`src/rtl/fir_coef_loader_if.sv`:
```
// Coefficient stream between an upstream coefficient source and the FIR coefficient loader.
// The master drives the load request and the coefficient words; the slave returns coef_ready.
interface fir_coef_loader_if #(
  parameter int DATA_WIDTH = 16
) ();
  logic                  load_start;
  logic                  coef_valid;
  logic [DATA_WIDTH-1:0] coef_data;
  logic                  coef_last;
  logic                  coef_ready;

  modport master (
    output load_start,
    output coef_valid,
    output coef_data,
    output coef_last,
    input  coef_ready
  );

  modport slave (
    input  load_start,
    input  coef_valid,
    input  coef_data,
    input  coef_last,
    output coef_ready
  );
endinterface

```
`src/rtl/fir_coef_loader.sv`:
```
// Double-buffered FIR coefficient loader: words are collected into a shadow bank and copied
// atomically into the active bank (h_out) only after a complete, correctly terminated set.
module fir_coef_loader #(
  parameter int DATA_WIDTH   = 16,
  parameter int DATA_WIDTH_F = 14,
  parameter int NUM_TAPS     = 8
) (
  input  logic                           clk,
  input  logic                           reset,
  fir_coef_loader_if.slave               coef_if,
  input  logic                           enable_in,
  output logic                           fir_enable,
  output logic [NUM_TAPS*DATA_WIDTH-1:0] h_out,
  output logic                           bank_valid,
  output logic                           busy,
  output logic                           commit_pulse,
  output logic                           load_err
);

  localparam int IDX_W = (NUM_TAPS > 1) ? $clog2(NUM_TAPS) : 1;
  localparam logic [IDX_W-1:0] LAST_IDX = IDX_W'(NUM_TAPS - 1);

  // Coefficient format is Q(DATA_WIDTH-DATA_WIDTH_F).DATA_WIDTH_F; words pass through untouched.
  if (NUM_TAPS < 2 || DATA_WIDTH_F > DATA_WIDTH) begin : g_param_check
    $error("fir_coef_loader: NUM_TAPS must be >= 2 and DATA_WIDTH_F <= DATA_WIDTH");
  end

  typedef enum logic [1:0] {
    IDLE   = 2'd0,
    LOAD   = 2'd1,
    COMMIT = 2'd2
  } state_t;

  state_t                           r_state;
  logic [IDX_W-1:0]                 r_index;
  logic [DATA_WIDTH-1:0]            r_shadow [NUM_TAPS];
  logic [NUM_TAPS*DATA_WIDTH-1:0]   r_active;
  logic                             r_bank_valid;
  logic                             r_coef_ready;
  logic                             r_busy;
  logic                             r_commit_pulse;
  logic                             r_load_err;

  logic w_xfer;
  logic w_at_end;

  // coef_ready is registered and high exactly while in LOAD, so it qualifies the transfer.
  assign w_xfer   = coef_if.coef_valid & r_coef_ready;
  assign w_at_end = (r_index == LAST_IDX);

  always_ff @(posedge clk) begin
    if (reset) begin
      r_state        <= IDLE;
      r_index        <= '0;
      for (int unsigned k = 0; k < NUM_TAPS; k++) begin
        r_shadow[k] <= '0;
      end
      r_active       <= '0;
      r_bank_valid   <= 1'b0;
      r_coef_ready   <= 1'b0;
      r_busy         <= 1'b0;
      r_commit_pulse <= 1'b0;
      r_load_err     <= 1'b0;
    end else begin
      r_commit_pulse <= 1'b0;
      r_load_err     <= 1'b0;
      case (r_state)
        IDLE: begin
          if (coef_if.load_start) begin
            r_state      <= LOAD;
            r_index      <= '0;
            r_coef_ready <= 1'b1;
            r_busy       <= 1'b1;
          end
        end
        LOAD: begin
          if (w_xfer) begin
            r_shadow[r_index] <= coef_if.coef_data;
            r_index           <= r_index + 1'b1;
            if (coef_if.coef_last && w_at_end) begin
              r_state      <= COMMIT;
              r_coef_ready <= 1'b0;
            end else if (coef_if.coef_last || w_at_end) begin
              // Short or long set: discard it, active bank stays as it was.
              r_state      <= IDLE;
              r_coef_ready <= 1'b0;
              r_busy       <= 1'b0;
              r_load_err   <= 1'b1;
            end
          end
        end
        COMMIT: begin
          for (int unsigned k = 0; k < NUM_TAPS; k++) begin
            r_active[k*DATA_WIDTH +: DATA_WIDTH] <= r_shadow[k];
          end
          r_bank_valid   <= 1'b1;
          r_commit_pulse <= 1'b1;
          r_busy         <= 1'b0;
          r_state        <= IDLE;
        end
        default: begin
          r_state      <= IDLE;
          r_coef_ready <= 1'b0;
          r_busy       <= 1'b0;
        end
      endcase
    end
  end

  assign coef_if.coef_ready = r_coef_ready;
  assign h_out              = r_active;
  assign bank_valid         = r_bank_valid;
  assign busy               = r_busy;
  assign commit_pulse       = r_commit_pulse;
  assign load_err           = r_load_err;
  assign fir_enable         = enable_in & r_bank_valid;

endmodule

```
`src/flat_wrapper.sv`:
```
// flat-port wrapper written by rule: the top's interface ports become plain ports
module fir_coef_loader_flat 
#(
  parameter int DATA_WIDTH   = 16,
  parameter int DATA_WIDTH_F = 14,
  parameter int NUM_TAPS     = 8
)
  (clk, reset, enable_in, fir_enable, h_out, bank_valid, busy, commit_pulse, load_err, coef_if_load_start, coef_if_coef_valid, coef_if_coef_data, coef_if_coef_last, coef_if_coef_ready);
  fir_coef_loader_if #(.DATA_WIDTH(DATA_WIDTH)) coef_if_i ();
  input  logic clk;
  input  logic reset;
  input  logic enable_in;
  output logic fir_enable;
  output logic [NUM_TAPS*DATA_WIDTH-1:0] h_out;
  output logic bank_valid;
  output logic busy;
  output logic commit_pulse;
  output logic load_err;
  input wire logic [$bits(coef_if_i.load_start)-1:0] coef_if_load_start;
  input wire logic [$bits(coef_if_i.coef_valid)-1:0] coef_if_coef_valid;
  input wire logic [$bits(coef_if_i.coef_data)-1:0] coef_if_coef_data;
  input wire logic [$bits(coef_if_i.coef_last)-1:0] coef_if_coef_last;
  output wire logic [$bits(coef_if_i.coef_ready)-1:0] coef_if_coef_ready;
  assign coef_if_i.load_start = coef_if_load_start;
  assign coef_if_i.coef_valid = coef_if_coef_valid;
  assign coef_if_i.coef_data = coef_if_coef_data;
  assign coef_if_i.coef_last = coef_if_coef_last;
  assign coef_if_coef_ready = coef_if_i.coef_ready;
  fir_coef_loader #(.DATA_WIDTH(DATA_WIDTH), .DATA_WIDTH_F(DATA_WIDTH_F), .NUM_TAPS(NUM_TAPS)) u_core (.clk(clk), .reset(reset), .coef_if(coef_if_i), .enable_in(enable_in), .fir_enable(fir_enable), .h_out(h_out), .bank_valid(bank_valid), .busy(busy), .commit_pulse(commit_pulse), .load_err(load_err));
endmodule
```
`config.mk`:
```
export PLATFORM = sky130hd
export DESIGN_NAME = fir_coef_loader_flat
export DESIGN_NICKNAME = d
export VERILOG_FILES = /design/src/rtl/fir_coef_loader_if.sv /design/src/rtl/fir_coef_loader.sv /design/src/flat_wrapper.sv
export SDC_FILE = /design/constraint.sdc
export NUM_CORES = 1
export LEC_CHECK = 0
export CAP_MARGIN = 20
export CORE_ASPECT_RATIO = 1.1
export CORE_MARGIN = 1.5
export CORE_UTILIZATION = 57
export CTS_CLUSTER_DIAMETER = 120
export CTS_CLUSTER_SIZE = 12
export DETAILED_ROUTE_END_ITERATION = 7
export GPL_TIMING_DRIVEN = 1
export MAX_ROUTING_LAYER = met4
export PLACE_DENSITY = 0.85
export SYNTH_ARGS = -nofsm -noshare
export SYNTH_HDL_FRONTEND = slang
export SYNTH_SLANG_ARGS = --single-unit
```
`constraint.sdc`:
```
create_clock -name clk -period 3.02 [get_ports clk]
set_input_delay 0.604 -clock clk [delete_from_list [all_inputs] [get_ports clk]]
set_output_delay 0.604 -clock clk [all_outputs]
set_load 0.01 [all_outputs]
```
==> impl_metrics.json, run 1 <==
{
  "outcome": "complete, no violations",
  "globalRouteOverflowTotal": 0,
  "fmax_mhz": 437,
  "synth-seq-cells": 266,
  "yosys-top-cells-count": "nand2_1 (257), dfxtp_1 (138), a21oi_1 (128), edfxtp_1 (128), and2_1 (112)",
  "cts.clk_slew.worst_paths_ns": 0.06,
  "core_area_um2": 16900,
  "dp_hpwl_um": 13600,
  "grt_setup_unrepaired": "no",
  "setup_tns_ns": 0,
  "post-synth-top-count-cell": "nand2_1",
  "place_area_um2": 11500,
  "yosysWarnings": 0,
  "insertion_delay_ns": 0.53,
  "synth_cells": 881,
  "hold_viol_final": 0,
  "slew_violations": 0,
  "cts_setup_buffers": 0,
  "drt_iter0_markers": 508,
  "relSlewSlack_pct": 46.4,
  "ir_drop_mv": 0.392,
  "synth_edf_count": 128,
  "synth_area_um2": 9790,
  "finalSetupViolations": 0,
  "ios": 156,
  "cts.sinks": 266,
  "synth_cell_types": 32,
  "grt_pass1_vias": 6141,
  "synth_flop_cell": "dfxtp_1",
  "synth.avg_cell_area_um2": 11.1,
  "n_antenna_cell": 0,
  "first_pass_iters": 5,
  "clk_path_buf_depth": 3,
  "die_h_um": 140,
  "grt_max_degree": 80,
  "seq_area_frac_synth_pct": 67.5,
  "dr_total_vias": 6704,
  "design_area_um2": 12200,
  "synthTopCellsByArea": "edfxtp_1 (39%), dfxtp_1 (28%), nand2_1 (9.9%)",
  "port_buffers": 155,
  "power_density_nw_per_um2": 569,
  "cts_tree": "yes",
  "nets": 1049,
  "period_share_pct": 75.7,
  "die-area_um2": 18000,
  "worstSetupEndpointType": "output pin",
  "syn_nets": 905,
  "wl_per_cell_um": 17.3,
  "p_leak_uw": 0.00424,
  "ant_nets": 0,
  "drive_above_1_share_pct": 8.04,
  "dpl_worst_slack_ns": 0.377,
  "max_cap_violations": 0,
  "async_reset_ff_share_pct": 0,
  "critPathLaunchType": "input port",
  "holdCritPathClass": "flop to flop",
  "fill_cells": 1161,
  "critPathArrivalTime_ns": 1.68,
  "period_needed_ns": 2.29,
  "rows": 50,
  "grt_antenna_before_repair": 2,
  "grt_usage_pct": 24.3,
  "drc": 0,
  "cts_max_level": 1,
  "tightest_slew_ns": 0.802,
  "setup_slack_ns": 0.733,
  "yosysTopAreaCell": "edfxtp_1",
  "worstPathMaxFanout": 1,
  "area_delta_synth_final_pct": 24.9,
  "gp_congestion": 0.805,
  "critPathRequiredTime_ns": 2.42,
  "initial_utilization_pct": 57.9,
  "yosysTopAreaCellShare_pct": 39.3,
  "drt-total-wl_um": 21600,
  "fp.dieW_um": 128,
  "cts_hold_buf": 0,
  "cts_buffers": 26,
  "cts_resized": 0,
  "root_buffer": "clkbuf_16",
  "criticalPathCategory": "input port to output pin",
  "fin_skew_ns": 0.0187,
  "grt_first_pass_wirelength_um": 32600,
  "via_per_inst": 5.35
}
per-stage QoR:
stage	total power, uW	utilization (%)	instances	hold slack [ns]
after floorplan	4010	-	881	0.471
after global placement	4110	67.9	1205	0.442
after detailed placement	4110	67.9	1205	0.446
after CTS	6970	72.4	1253	0.454
after global routing	7140	72.4	1253	0.470
final	6960	72.4	1253	0.451
worst paths after layout:
path | start | endpoint | slack (ns) | cells past startpoint
max | enable_in | fir_enable | 0.73 | 3
min | h_out[93]$_SDFFE_PP0N_ | h_out[93]$_SDFFE_PP0N_ | 0.45 | 2
max reg2reg | u_core.r_state[0]$_SDFFE_PP0P_ | u_core.r_shadow[3][9]$_SDFFCE_PN0P_ | 0.92 | 3
min reg2reg | h_out[93]$_SDFFE_PP0N_ | h_out[93]$_SDFFE_PP0N_ | 0.45 | 2
cells in the final DEF, fill, tap and decap left out, types with 2 or more instances in the layout:
master / Yosys / layout
nand2_1: 257 / 257
clkdlybuf4s50_1: 0 / 154
dfxtp_1: 138 / 138
a21oi_1: 128 / 128
edfxtp_1: 128 / 128
and2_1: 112 / 112
clkbuf_16: 0 / 26
clkbuf_1: 12 / 20
and2_2: 18 / 18
buf_4: 5 / 13
or2_2: 9 / 9
nor2_1: 6 / 6
nor4b_4: 4 / 4
nor4_4: 4 / 4
buf_12: 0 / 3
nand2b_1: 3 / 2
nor3_1: 2 / 2
a22o_1: 2 / 2
o21a_1: 2 / 2
o21ai_0: 2 / 2
ha_1: 2 / 2
worst max-delay path, cell delays in order:
cell and delay, ns:
clkdlybuf4s50_1 0.44, and2_1 0.11, clkdlybuf4s50_1 0.52
state kept, by name (all words and copies together) (netlist names):
register and count:
u_core.coef_if.coef_ready 1, u_core.busy 1, u_core.bank_valid 1, h_out 128, u_core.load_err 1, u_core.r_state 2
u_core.r_shadow 128, u_core.r_index 3, u_core.commit_pulse 1
area by class of cell:
class | instances | area (um2) | area share, %
Clock buffer | 46 | 726 | 5.94
Multi-Input combinational cell | 561 | 2910 | 23.8
Tap cell | 208 | 260 | 2.13
Timing Repair Buffer | 170 | 1700 | 13.9
Sequential cell | 266 | 6610 | 54.0
Clock inverter | 2 | 27.5 | 0.225
kinds of logic after synthesis:
| group | share of synthesized area (%) |
|---|---|
| xor gates and xnor gates | 0.0895 |
| buffers and inverters | 2.95 |
| adders and majority gates | 0.256 |
| DFF | 67.5 |
| muxes | 0.115 |
| AOI/OAI and AO/OA | 7.13 |
| and+or+nand+nor | 22.0 |
per-layer routing:
metal	vias to the layer above	share of wire, %	global-route usage, %
li1	3211	-	-
met1	3194	41	30.4
met2	247	49	40.0
met3	52	7.0	4.20
met4	0	3.4	8.75
met5	-	0	-
power breakdown:
part | total [uW] | switching (uW) | internal (uW)
registers | 3860 | 28.6 | 3830
clock network | 2920 | 1300 | 1630
logic | 171 | 126 | 45.0
total | 6960 | 1450 | 5510
Power figures use the tool's default switching activity.
==> run 2, diff against run 1 <==
Settings changed: CORE_UTILIZATION 57 to 48, PLACE_DENSITY 0.85 to 0.77.
Clock period 3.02 ns to 2 ns, I/O delays scaled along.
==> run 2 against run 1 <==
Net effect: flip-flop and latch count unchanged; largest power group unchanged; clock skew decreased by 0.0081 ns; critical path type is now flop to output pin; worst setup slack got worse by 0.63 ns; total power increased by 53%; global-route usage down 2.0 points; clock power rose by 52%; utilization shrank 9.3 points; via count up 0.25%; critical path depth is 1 lower; wire length grew 6.4%; critical endpoint unchanged; the run now ends with DRC left.
==> impl_metrics.json, run 2 (synthesis gave the netlist of run 1 again) <==
{
  "clk_path_buf_depth": 3,
  "period_share_pct": 94.9,
  "critPathArrivalTime_ns": 1.50,
  "cts_setup_buffers": 0,
  "port_buffers": 155,
  "hold_viol_final": 0,
  "layout_commonest_cell": "nand2_1",
  "dp.cells": 1268,
  "critPathLaunchType": "flop",
  "drive_above_1_share_pct": 9.78,
  "slowest_stage": "clkdlybuf4s50_1",
  "drt-total-wl_um": 23000,
  "ios": 156,
  "final_cell_mix": "nand2_1 (257), clkdlybuf4s50_1 (154), dfxtp_1 (137)",
  "drt_iter0_markers": 549,
  "crit_buf_inv": 1,
  "fin_skew_ns": 0.0106,
  "tightest_slew_ns": 0.616,
  "r2r-end": "u_core.coef_if.coef_ready$_SDFFE_PP0P_",
  "grt_setup_unrepaired": "no",
  "outcome": "complete, but fails checks",
  "p_leak_uw": 0.00440,
  "cts_buffers": 26,
  "critPathLaunch": "u_core.bank_valid$_SDFFE_PP0N_",
  "grt_max_degree": 77,
  "reg2reg_depth": 6,
  "gp_congestion": 0.773,
  "max_cap_violations": 0,
  "dr_total_vias": 6721,
  "period_needed_ns": 1.90,
  "fp.dieW_um": 139,
  "insertion_delay_ns": 0.52,
  "design_power_total_uw": 10600,
  "dp_hpwl_um": 14600,
  "n_antenna_cell": 0,
  "die_h_um": 153,
  "reg2reg_slack_ns": 0.38,
  "hold_ws_ns": 0.160,
  "cp_num_cells": 2,
  "reg2reg_from": "u_core.r_index[0]$_SDFFE_PP0P_",
  "wl_per_cell_um": 17.5,
  "ir_drop_mv": 0.643,
  "fmax_mhz": 527,
  "via_per_inst": 5.11,
  "max_stage_delay_ns": 0.52,
  "first_pass_iters": 7,
  "globalRouteOverflowTotal": 0,
  "relSlewSlack_pct": 58.8,
  "cts_resized": 1,
  "ant_nets": 0,
  "root_buffer": "clkbuf_16",
  "cts.clk_slew.worst_paths_ns": 0.06,
  "critPathRequiredTime_ns": 1.60,
  "design_area_um2": 12600,
  "nets": 1068,
  "hold_path_depth": 2,
  "violations": "DRC",
  "rows": 54,
  "die-area_um2": 21300,
  "drc": 8,
  "worstPathMaxFanout": 3,
  "whs_endpoint": "h_out[44]$_SDFFE_PP0N_",
  "dpl_worst_slack_ns": -0.191,
  "initial_utilization_pct": 49.1,
  "cts_tree": "yes",
  "power_density_nw_per_um2": 843,
  "cts.sinks": 266,
  "grt_pass1_vias": 6514,
  "path_cells": "and2_1, clkdlybuf4s50_1",
  "path_delay_family": "buffers and inverters",
  "criticalPathCategory": "flop to output pin",
  "worstSetupEndpointType": "output pin",
  "finalSetupViolations": 0,
  "place_area_um2": 11800,
  "grt_usage_pct": 22.3,
  "fin_cells": 1315,
  "slew_violations": 0,
  "area_delta_synth_final_pct": 28.5,
  "grt_antenna_before_repair": 2,
  "grt_first_pass_wirelength_um": 35900,
  "cts_hold_buf": 0,
  "cts_max_level": 1,
  "hp-start": "reset",
  "holdCritPathClass": "input port to flop",
  "core_area_um2": 19900,
  "setup_slack_ns": 0.101
}
-- run 2: cell count changes in the layout (fill, tap and decap cells not counted) --
cell / before / now
buf_4: 13 / 20
buf_12: 3 / 15
clkinv_8: 1 / 0
dfxtp_2: 0 / 1
dfxtp_1: 138 / 137
clkbuf_1: 20 / 19
clkbuf_16: 26 / 27
-- run 2: worst max path at each step --
stage / endpoint / slack [ns]
floorplan: u_core.r_shadow[3][0]$_SDFFCE_PN0P_ / 0.13
global placement: u_core.r_shadow[3][6]$_SDFFCE_PN0P_ / -0.14
detailed placement: u_core.r_shadow[7][9]$_SDFFCE_PN0P_ / -0.19
CTS: fir_enable / 0.07
global route: fir_enable / 0.01
finish: fir_enable / 0.10
-- run 2: worst register-to-register path, cell delays in order, from the launching register on --
cell	delay [ns]
dfxtp_1	0.30
buf_4	0.20
ha_1	0.22
ha_1	0.24
o21a_1	0.22
o21a_1	0.17
nor3_1	0.19
-- run 2: per-layer routing --
metal / GRT usage [%] / routed length [um] / up-vias
li1: - / - / 3258
met1: 28.4 / 9800 / 3260
met2: 38.0 / 11600 / 172
met3: 2.48 / 1120 / 31
met4: 6.13 / 490 / 0
met5: - / 0 / -
-- run 2: power by group --
group	switching, uW	internal, uW
clock	1940	2520
sequential	36.9	5790
combinational	213	120
total	2190	8430
-- run 2: final cells by class --
cell class | count | area, um2
fillers | 1563 | 7350
flip-flops and latches | 266 | 6610
multi-input cells | 561 | 2910
repair buffers | 189 | 1990
clock buffers | 46 | 747
well taps | 252 | 315
clock inverters | 1 | 11.3
-- run 2: per-stage QoR --
stage          setup TNS, ns  utilization [%]
3_3_place_gp          -13.72             59.3
6_report                   0             63.1
5_1_grt                    0             63.1
4_1_cts                    0             63.1
3_5_place_dp          -20.86             59.3
2_1_floorplan              0                -
==> run 3, diff against run 2 <==
Settings changed: GPL_ROUTABILITY_DRIVEN set to 1.
==> results of run 3 <==
Final layout, timing and power as in run 2 (identical DEF).
